`config.mk`:
```
export PLATFORM = sky130hd
export DESIGN_NAME = byte_unstripe_ctrl_flat
export DESIGN_NICKNAME = d
export VERILOG_FILES = /design/src/rtl/byte_unstripe_ctrl_pkg.sv /design/src/rtl/byte_unstripe_ctrl_if.sv /design/src/rtl/byte_unstripe_ctrl_skew_timer.sv /design/src/rtl/byte_unstripe_ctrl.sv /design/src/flat_wrapper.sv
export SDC_FILE = /design/constraint.sdc
export NUM_CORES = 1
export LEC_CHECK = 0
export ABC_AREA = 1
export CORE_ASPECT_RATIO = 1.5
export CORE_MARGIN = 5
export CORE_UTILIZATION = 51
export CTS_BUF_LIST = sky130_fd_sc_hd__clkbuf_4 sky130_fd_sc_hd__clkbuf_8 sky130_fd_sc_hd__clkbuf_16
export CTS_CLUSTER_SIZE = 10
export DETAILED_ROUTE_END_ITERATION = 10
export GPL_TIMING_DRIVEN = 0
export PLACE_DENSITY = 0.82
export SYNTH_ARGS = -nofsm -noshare
export SYNTH_HDL_FRONTEND = slang
export SYNTH_SLANG_ARGS = --single-unit
```
`constraint.sdc`:
```
create_clock -name clk -period 1.7 [get_ports clk]
set_input_delay 0.51 -clock clk [delete_from_list [all_inputs] [get_ports clk]]
set_output_delay 0.51 -clock clk [all_outputs]
set_load 0.02 [all_outputs]
```
`src/rtl/byte_unstripe_ctrl_pkg.sv`:
```
// Shared types and helpers for the byte un-striping lane scheduler.
package byte_unstripe_ctrl_pkg;

  localparam int unsigned NUM_LANES = 4;
  localparam int unsigned LANE_W    = 2;
  localparam int unsigned LCNT_W    = 3;

  typedef enum logic [1:0] {
    ST_IDLE = 2'd0,
    ST_RUN  = 2'd1,
    ST_ERR  = 2'd2
  } state_t;

  typedef enum logic [1:0] {
    CFG_1LANE     = 2'b00,
    CFG_2LANE     = 2'b01,
    CFG_4LANE     = 2'b10,
    CFG_4LANE_ALT = 2'b11
  } lane_cfg_t;

  // Number of active lanes for a lane_cfg code; 11 aliases the 4-lane mode.
  function automatic logic [LCNT_W-1:0] lane_count(input logic [1:0] cfg);
    case (lane_cfg_t'(cfg))
      CFG_1LANE: return LCNT_W'(1);
      CFG_2LANE: return LCNT_W'(2);
      default:   return LCNT_W'(4);
    endcase
  endfunction

endpackage

```
`src/rtl/byte_unstripe_ctrl_if.sv`:
```
// Lane FIFO and output-stream handshake bundle.
interface byte_unstripe_ctrl_if;
  import byte_unstripe_ctrl_pkg::*;

  logic [NUM_LANES-1:0] fifo_empty;
  logic [NUM_LANES-1:0] fifo_pop;
  logic [LANE_W-1:0]    lane_sel;
  logic                 out_valid;
  logic                 out_ready;

  // Scheduler side.
  modport master (
    input  fifo_empty,
    input  out_ready,
    output fifo_pop,
    output lane_sel,
    output out_valid
  );

  // FIFO / downstream side.
  modport slave (
    output fifo_empty,
    output out_ready,
    input  fifo_pop,
    input  lane_sel,
    input  out_valid
  );
endinterface

```
`src/rtl/byte_unstripe_ctrl_skew_timer.sv`:
```
// Counts stall cycles on an empty lane and pulses expire when the bound is hit.
module byte_unstripe_ctrl_skew_timer #(
  parameter int unsigned SKEW_MAX = 15,
  parameter int unsigned WAIT_W   = $clog2(SKEW_MAX + 1)
) (
  input  logic clk,
  input  logic reset,
  input  logic inc,
  input  logic clr,
  output logic expire_c
);

  logic [WAIT_W-1:0] wait_cnt;

  // Expire on the same edge the counter reaches SKEW_MAX.
  assign expire_c = inc & ~clr & (wait_cnt == WAIT_W'(SKEW_MAX - 1));

  // Stall counter; saturates at SKEW_MAX.
  always_ff @(posedge clk or negedge reset) begin
    if (!reset) begin
      wait_cnt <= '0;
    end else if (clr) begin
      wait_cnt <= '0;
    end else if (inc && (wait_cnt != WAIT_W'(SKEW_MAX))) begin
      wait_cnt <= wait_cnt + WAIT_W'(1);
    end
  end

endmodule

```
`src/rtl/byte_unstripe_ctrl.sv`:
```
// Round-robin lane pop scheduler with output backpressure and skew detection.
module byte_unstripe_ctrl
  import byte_unstripe_ctrl_pkg::*;
#(
  parameter int unsigned SKEW_MAX = 15,
  parameter int unsigned CNT_W    = 16
) (
  input  logic                  clk,
  input  logic                  reset,
  input  logic                  enable,
  input  logic [1:0]            lane_cfg,
  byte_unstripe_ctrl_if.master  bus,
  output logic                  skew_err,
  output logic [CNT_W-1:0]      byte_cnt
);

  state_t               state;
  logic [LANE_W-1:0]    ptr;
  logic [1:0]           lanes_q;
  logic [LCNT_W-1:0]    n_act;
  logic [NUM_LANES-1:0] act_mask;
  logic [NUM_LANES-1:0] other_full;
  logic [LANE_W-1:0]    ptr_nxt;
  logic                 pop_c;
  logic                 accept_c;
  logic                 stall_c;
  logic                 tmr_clr_c;
  logic                 expire_c;

  // Pop/stall decode from registered state and live FIFO/downstream flags.
  always_comb begin
    n_act      = lane_count(lanes_q);
    act_mask   = NUM_LANES'((5'd1 << n_act) - 5'd1);
    other_full = ~bus.fifo_empty & act_mask & ~(NUM_LANES'(1) << ptr);
    ptr_nxt    = LANE_W'(ptr + LANE_W'(1)) & LANE_W'(n_act - LCNT_W'(1));
    accept_c   = bus.out_valid & bus.out_ready;
    pop_c      = (state == ST_RUN) & enable & ~bus.fifo_empty[ptr] &
                 (bus.out_ready | ~bus.out_valid);
    stall_c    = (state == ST_RUN) & enable & bus.fifo_empty[ptr] & (|other_full);
    tmr_clr_c  = (state != ST_RUN) | ~enable | pop_c;
  end

  assign bus.fifo_pop = pop_c ? (NUM_LANES'(1) << ptr) : '0;

  byte_unstripe_ctrl_skew_timer #(
    .SKEW_MAX (SKEW_MAX)
  ) u_skew (
    .clk      (clk),
    .reset    (reset),
    .inc      (stall_c),
    .clr      (tmr_clr_c),
    .expire_c (expire_c)
  );

  // Controller state, lane pointer and registered output stream.
  always_ff @(posedge clk or negedge reset) begin
    if (!reset) begin
      state         <= ST_IDLE;
      ptr           <= '0;
      lanes_q       <= 2'b00;
      bus.out_valid <= 1'b0;
      bus.lane_sel  <= '0;
      skew_err      <= 1'b0;
      byte_cnt      <= '0;
    end else begin
      if (accept_c) byte_cnt <= byte_cnt + CNT_W'(1);

      if (pop_c) begin
        bus.out_valid <= 1'b1;
        bus.lane_sel  <= ptr;
      end else if (accept_c) begin
        bus.out_valid <= 1'b0;
      end

      case (state)
        ST_IDLE: begin
          ptr <= '0;
          if (enable) begin
            lanes_q <= lane_cfg;
            state   <= ST_RUN;
          end
        end
        ST_RUN: begin
          if (!enable) begin
            state <= ST_IDLE;
            ptr   <= '0;
          end else if (expire_c) begin
            state    <= ST_ERR;
            skew_err <= 1'b1;
          end else if (pop_c) begin
            ptr <= ptr_nxt;
          end
        end
        ST_ERR: begin
          if (!enable) state <= ST_IDLE;
        end
        default: state <= ST_IDLE;
      endcase
    end
  end

endmodule
```
`src/flat_wrapper.sv`:
```
// flat-port wrapper written by rule: the top's interface ports become plain ports
module byte_unstripe_ctrl_flat import byte_unstripe_ctrl_pkg::*;
#(
  parameter int unsigned SKEW_MAX = 15,
  parameter int unsigned CNT_W    = 16
)
  (clk, reset, enable, lane_cfg, skew_err, byte_cnt, bus_fifo_empty, bus_out_ready, bus_fifo_pop, bus_lane_sel, bus_out_valid);
  byte_unstripe_ctrl_if bus_i ();
  input  logic clk;
  input  logic reset;
  input  logic enable;
  input  logic [1:0] lane_cfg;
  output logic skew_err;
  output logic [CNT_W-1:0] byte_cnt;
  input wire logic [$bits(bus_i.fifo_empty)-1:0] bus_fifo_empty;
  input wire logic [$bits(bus_i.out_ready)-1:0] bus_out_ready;
  output wire logic [$bits(bus_i.fifo_pop)-1:0] bus_fifo_pop;
  output wire logic [$bits(bus_i.lane_sel)-1:0] bus_lane_sel;
  output wire logic [$bits(bus_i.out_valid)-1:0] bus_out_valid;
  assign bus_i.fifo_empty = bus_fifo_empty;
  assign bus_i.out_ready = bus_out_ready;
  assign bus_fifo_pop = bus_i.fifo_pop;
  assign bus_lane_sel = bus_i.lane_sel;
  assign bus_out_valid = bus_i.out_valid;
  byte_unstripe_ctrl #(.SKEW_MAX(SKEW_MAX), .CNT_W(CNT_W)) u_core (.clk(clk), .reset(reset), .enable(enable), .lane_cfg(lane_cfg), .bus(bus_i), .skew_err(skew_err), .byte_cnt(byte_cnt));
endmodule
```
==> run_results.csv, run 1 <==
group,metric,value,unit
power_and_ir_drop,switchingPower,692.3,µW
grt,antenna_found_initial,0,
critical_path,cp.required,1190,ps
synth,synth.top_cell.area_share,44.05,%
sta,worst_pin_slew,664.5,ps
floorplan,io_pins,34,
synth,yosysTopAreaCell,"dfrtp_1",
sta,worst_slack,-317.6,ps
grt,grt_first_pass_wirelength,6016,µm
sta,final.period_utilization,118.7,%
place,numPortBuffers,33,
clock_tree,cts_tree,"done",
floorplan,placementRows,25,
sta,fin_tns_setup,-1537,ps
floorplan,dieHeight,80.80,µm
sta,finalMaxSlewViolations,0,
route,viasPerCell,4.976,
power_and_ir_drop,switching_share,33.39,%
power_and_ir_drop,ir_drop,0.8025,mV
sta,rsz0062_at_grt,"true",
place,hpwl,2450,µm
grt,overflow,0,
route,first_pass_iters,5,
synth,syn_inst,199,
sta,skew,4.948,ps
place,pre_cts_ws,-982.4,ps
outcome,status,"finished with violations",
layout,drive_above_1_share,24.51,%
clock_tree,root_buffer,"clkbuf_8",
critical_path,rr_worst_depth,11,
sta,report.final.hold_viol_count,0,
clock_tree,clkLatencyLatePin,280,ps
outcome,violations,"negative setup slack",
grt,grt_max_degree,31,
floorplan,core,3191,µm²
route,vias,1458,
layout,diodes,0,
clock_tree,cts_made_buffers,5,
clock_tree,cts_hold_buf,0,
job,maxCapViolCount,0,
critical_path,startpoint_type,"input pin",
layout,area_delta_synth_final,37.08,%
synth,synth_warnings,0,
clock_tree,clkSinkCount,30,
power_and_ir_drop,clkPwrFrac,28.8,%
floorplan,dieArea,4621,µm²
grt,grt_usage,16.78,%
route,drcViolationCount,0,
floorplan,initial_core_util,53.41,%
layout,final_cell_mix,"nand2_1, dfrtp_1, inv_1, dlygate4sd2_1, nor2_1",
synth,synthTopCellsByArea,"dfrtp_1, nand2_1, inv_1",
power_and_ir_drop,comb_power_share,28.7,%
route,routed_wl,3828,µm
clock_tree,cts_max_level,2,
place,gp_congestion,0.7941,
power_and_ir_drop,p_seq_share,42.5,%
critical_path,r2r_start,"u_core.ptr[0]",
critical_path,cp.arrival,1510,ps
critical_path,r2r_setup_slack,-90,ps
power_and_ir_drop,p_per_area,887.5,nW/µm²
synth,seq_area_frac_synth,44.05,%
critical_path,critical_path_class,"in2out",
layout,num-nets-final,270,
synth,syn_area_per_cell,8.563,µm²
critical_path,rr_endpoint,"u_core.state[0]",
clock_tree,cts_max_path_buffers,2,
critical_path,cp_max_fo,8,
route,drtIter0Drc,36,
sta,max_freq,495.6,MHz
layout,final_common_cell,"nand2_1",
grt,grt_pass1_vias,1374,
min_path,min_path_type,"in2async",
sta,relSlewSlack,55.70,%
critical_path,endpoint_kind,"primary output",
route,ant_nets,0,
layout,fill_cells,258,
synth,synth_area,1704,µm²
synth,ys_ff_latch,30,
power_and_ir_drop,power.leakage,1.235,nW
route,wl_per_cell,13.06,µm
sta,min_period,2018,ps
clock_tree,cts.reportedPaths.clkPinSlew,60,ps
sta,setup_viol,9,
synth,syn_nets,217,
floorplan,die_w,57.20,µm
synth,ys_types,23,
power_and_ir_drop,intPower,1.381,mW
cell families (layout without fill, tap and decap cells):
kind of cell,after synthesis,in the layout,synth area share (%)
flip-flops,30,30,44.05
XOR/XNOR,15,15,7.709
adder cells (fa/ha/maj),8,8,5.874
buffers and inverters,30,84,6.681
AO/OA/AOI/OAI,5,5,2.130
AND/OR/NAND/NOR,111,111,33.55
what timing repair did:
item,in CTS,in global routing
resized for setup,64,11
setup endpoints to repair,54,11
buffers inserted,8,5
pin swaps,9,9
metrics by stage:
| step | area (µm²) | hold WS [ps] | util (%) | cells | power, mW |
|---|---|---|---|---|---|
| floorplan | 1704 | 214.4 | - | 199 | 1.190 |
| finish | 2336 | 259.8 | 73.22 | 293 | 2.073 |
| global placement | 2085 | 453.4 | 65.33 | 272 | 1.397 |
| global route | 2336 | 319.3 | 73.22 | 293 | 2.193 |
| detailed placement | 2085 | 459.0 | 65.33 | 272 | 1.411 |
| CTS | 2256 | 469.8 | 70.71 | 288 | 2.046 |
layout make-up:
class	instances	area (µm²)	share of cell area (%)
Inverter	30	116.4	4.981
Tap cell	40	50.05	2.142
Multi-Input combinational cell	139	922.1	39.48
Sequential cell	30	753.2	32.24
Clock inverter	1	5.005	0.2142
Clock buffer	7	90.09	3.856
Timing Repair Buffer	46	399.1	17.09
routing by layer:
metal,vias up,GRT usage (%),part of all wire (%)
met2,45,31.69,54
met1,676,17.46,39
met3,12,3.498,4.7
li1,725,-,-
met4,0,7.657,2.6
met5,-,0,0
worst max path at each step:
| stage | startpoint | end | slack, ps | depth (start not counted) |
|---|---|---|---|---|
| 5_1_grt | u_core.ptr[0] | bus_fifo_pop[0] | -380 | 7 |
| 3_5_place_dp | enable | bus_fifo_pop[0] | -980 | 6 |
| 6_report | bus_fifo_empty[0] | bus_fifo_pop[0] | -320 | 7 |
| 2_1_floorplan | bus_fifo_empty[1] | bus_fifo_pop[0] | -3 | 5 |
| 3_3_place_gp | enable | bus_fifo_pop[0] | -990 | 6 |
| 4_1_cts | u_core.ptr[0] | bus_fifo_pop[3] | -280 | 7 |
state kept, by name (all words and copies together), names as in the netlist:
register	cells
u_core.byte_cnt	16
u_core.u_skew.wait_cnt	4
u_core.bus.lane_sel	2
u_core.lanes_q	2
u_core.ptr	2
u_core.state	2
u_core.bus.out_valid	1
u_core.skew_err	1
worst max-delay path, stage by stage:
cell and delay [ps]:
dlygate4sd2_1 290, nand2_4 90, nand3_4 80, nand2_4 90, nand3_4 160, nor2_4 160
buf_6 120
synth_stat cells, drive strengths merged:
cell,n
clkinv,1
a21oi,3
or2,1
nor3,3
xor2,10
nand3,21
dfrtp,30
nand2,57
o21ai,2
nor2,23
xnor2,5
ha,8
nand3b,1
inv,29
nand4,4
nor3b,1
power by group through the flow:
stage               Combinational [mW]  Sequential [mW]  Clock (mW)
floorplan                        0.244            0.945           0
detailed placement               0.520            0.891           0
global route                     0.655            0.896       0.642
global placement                 0.507            0.891           0
CTS                              0.545            0.883       0.618
finish                           0.596            0.882       0.596
No activity file was read; power rests on OpenSTA's default activity.
==> run 2: changes to the inputs <==
--- a/config.mk
+++ b/config.mk
@@ -7,13 +7,14 @@
 export LEC_CHECK = 0
 export ABC_AREA = 1
 export CORE_ASPECT_RATIO = 1.5
-export CORE_MARGIN = 5
+export CORE_MARGIN = 1
 export CORE_UTILIZATION = 51
 export CTS_BUF_LIST = sky130_fd_sc_hd__clkbuf_4 sky130_fd_sc_hd__clkbuf_8 sky130_fd_sc_hd__clkbuf_16
 export CTS_CLUSTER_SIZE = 10
 export DETAILED_ROUTE_END_ITERATION = 10
 export GPL_TIMING_DRIVEN = 0
-export PLACE_DENSITY = 0.82
+export MAX_ROUTING_LAYER = met4
+export PLACE_DENSITY = 0.83
 export SYNTH_ARGS = -nofsm -noshare
 export SYNTH_HDL_FRONTEND = slang
 export SYNTH_SLANG_ARGS = --single-unit
==> run 2 against run 1 <==
  * The flow still finishes with violations (negative setup slack)
  * Non-clock buffer count up 2
  * Global-route usage up 6.3 points
  * Via count up 0.34%
  * Largest power group unchanged
  * Clock power up 3%
  * Total power about the same
  * Maximum frequency up 3.1%
  * Setup slack better by 60 ps
==> run_results.csv, run 2 (synthesis results as in run 1) <==
group,metric,value,unit
sta,worst_slack,-257.6,ps
layout,drive_above_1_share,25.10,%
floorplan,dieArea,3581,µm²
route,routed_wl,3548,µm
sta,min_period,1958,ps
critical_path,cp_max_fo,6,
clock_tree,cts_max_path_buffers,2,
layout,fill_cells,242,
critical_path,endpoint_kind,"primary output",
floorplan,die_w,49.20,µm
power_and_ir_drop,p_seq_share,42.3,%
power_and_ir_drop,switching_share,33.26,%
sta,fin_tns_setup,-1002,ps
power_and_ir_drop,intPower,1.384,mW
layout,multi_input_area,892.1,µm²
grt,antenna_found_initial,0,
power_and_ir_drop,clkPwrFrac,29.5,%
clock_tree,cts_made_buffers,5,
critical_path,cp.arrival,1450,ps
clock_tree,cts.reportedPaths.clkPinSlew,60,ps
critical_path,cp_slowest_cell,"dfrtp_2",
route,ant_nets,0,
grt,grt_use_met2,43.38,%
route,vias,1463,
route,drcViolationCount,0,
critical_path,r2r_start,"u_core.lanes_q[1]",
clock_tree,root_buffer,"clkbuf_8",
layout,top_regs,"u_core.byte_cnt (16), u_core.u_skew.wait_cnt (4)",
critical_path,rr_endpoint,"u_core.u_skew.wait_cnt[1]",
critical_path,worst-path-stages,7,
place,numPortBuffers,33,
critical_path,r2r_setup_slack,20,ps
grt,grt_max_degree,31,
grt,grt_usage,23.08,%
critical_path,path_cells,"inv_4 -> nand2_4 -> nand3_4 -> nand2_4 -> nand3_4 -> nor2_4 -> buf_6",
grt,grt_pass1_vias,1413,
sta,report.final.hold_viol_count,0,
power_and_ir_drop,power.leakage,1.238,nW
sta,rsz0062_at_grt,"true",
layout,diodes,0,
layout,final_area,2318,µm²
sta,finalMaxSlewViolations,0,
sta,final.period_utilization,115.2,%
power_and_ir_drop,ir_drop,0.5602,mV
layout,largest-register,"u_core.byte_cnt",
job,maxCapViolCount,0,
outcome,violations,"negative setup slack",
critical_path,cp.required,1190,ps
sta,skew,5.487,ps
grt,use_met1,21.63,%
outcome,status,"finished with violations",
grt,grt_first_pass_wirelength,5989,µm
place,place_area,2085,µm²
min_path,min_path_type,"in2async",
critical_path,critPathTopFamily,"simple AND/OR/NAND/NOR gates",
critical_path,startpoint_type,"flip-flop",
clock_tree,cts_max_level,2,
critical_path,cp_num_buf_inv,2,
floorplan,core,3159,µm²
layout,final-instance-count-excl-fill,295,
layout,final_cell_mix,"nand2_1, dfrtp_1, dlygate4sd2_1, inv_1, buf_4",
place,gp_congestion,0.8758,
clock_tree,clkSinkCount,30,
route,first_pass_iters,4,
power_and_ir_drop,comb_power_share,28.1,%
clock_tree,clkLatencyLatePin,280,ps
critical_path,critical_path_class,"reg2out",
route,drtIter0Drc,35,
floorplan,placementRows,25,
power_and_ir_drop,p_per_area,894.4,nW/µm²
layout,seqCellArea,753.2,µm²
grt,busiest_layer,"met2",
clock_tree,cts_tree,"done",
floorplan,io_pins,34,
layout,area_delta_synth_final,36.05,%
sta,setup_viol,4,
floorplan,initial_core_util,53.94,%
power_and_ir_drop,switchingPower,689.7,µW
sta,max_freq,510.8,MHz
layout,num-nets-final,272,
sta,worst_pin_slew,672.1,ps
power_and_ir_drop,p_total,2.074,mW
place,dpl.cell_count,272,
sta,relSlewSlack,55.19,%
route,viasPerCell,4.959,
grt,grt_util_met3,5.417,%
layout,final_common_cell,"nand2_1",
floorplan,dieHeight,72.80,µm
place,hpwl,2322,µm
grt,overflow,0,
critical_path,critPathMaxStageDelay,460,ps
route,wl_per_cell,12.03,µm
critical_path,rr_worst_depth,11,
layout,largest_reg_flops,16,
-- run 2: cell types whose count changed in the layout (fill, tap and decap cells not counted), moves of 2 or more --
cell     before  now
buf_4        12   15
nor2_2        1    4
inv_1        26   24
inv_2         2    4
nand2_4       4    2
nand3_1      11   13
nand3_2       6    4
nor2_4        8    6
-- run 2: area by class of cell --
| class | count | area share, % |
|---|---|---|
| multi-input combinational | 139 | 38.48 |
| sequential | 30 | 32.49 |
| timing repair buffer | 48 | 17.76 |
| inverter | 30 | 5.019 |
| clock buffer | 7 | 3.886 |
| tap | 40 | 2.159 |
| clock inverter | 1 | 0.2159 |
-- run 2: layer usage --
layer / up-vias / part of all wire (%)
li1: 726 / -
met5: - / 0
met4: 0 / 1.9
met3: 7 / 3.8
met1: 695 / 39
met2: 35 / 55
-- run 2: worst max-delay path by stage --
stage,startpoint,endpoint,slack [ps]
6_report,u_core.ptr[0],bus_fifo_pop[2],-260
5_1_grt,u_core.ptr[0],bus_fifo_pop[3],-330
4_1_cts,u_core.ptr[0],bus_fifo_pop[3],-250
3_5_place_dp,enable,bus_fifo_pop[0],-990
3_3_place_gp,enable,bus_fifo_pop[1],-950
2_1_floorplan,bus_fifo_empty[1],bus_fifo_pop[0],-3
-- run 2: stage by stage --
step | setup slack, ps | hold WS [ps] | util, %
after floorplan | -3.033 | 214.4 | -
after global placement | -954.1 | 451.5 | 65.98
after detailed placement | -986.3 | 459.4 | 65.98
after CTS | -248.9 | 474.6 | 71.88
after global routing | -330.9 | 325.1 | 73.39
final | -257.6 | 262.3 | 73.39
-- run 2: worst register-to-register path: stages (launching register included) --
cell and delay [ps]:
dfrtp_1 360, inv_1 80, nand2_1 90, ha_1 330
nor2_1 110, nand2_1 60, nand2_1 70, nor2_2 50
nor2_4 150, nand2_2 110, nand3_1 90, nand2_1 60
-- run 2: what timing repair did --
item	CTS	global route
resized for setup	66	5
setup buffers	10	5
cloned	0	0
pin swaps	5	3
hold buffers	0	0
endpoints found under the setup margin	59	9
-- run 2: power by group through the flow --
stage	registers (mW)	clock network [mW]	logic, mW
final	0.878	0.612	0.584
after global routing	0.893	0.654	0.642
after CTS	0.878	0.623	0.554
after detailed placement	0.890	0	0.516
after global placement	0.888	0	0.504
after floorplan	0.945	0	0.244
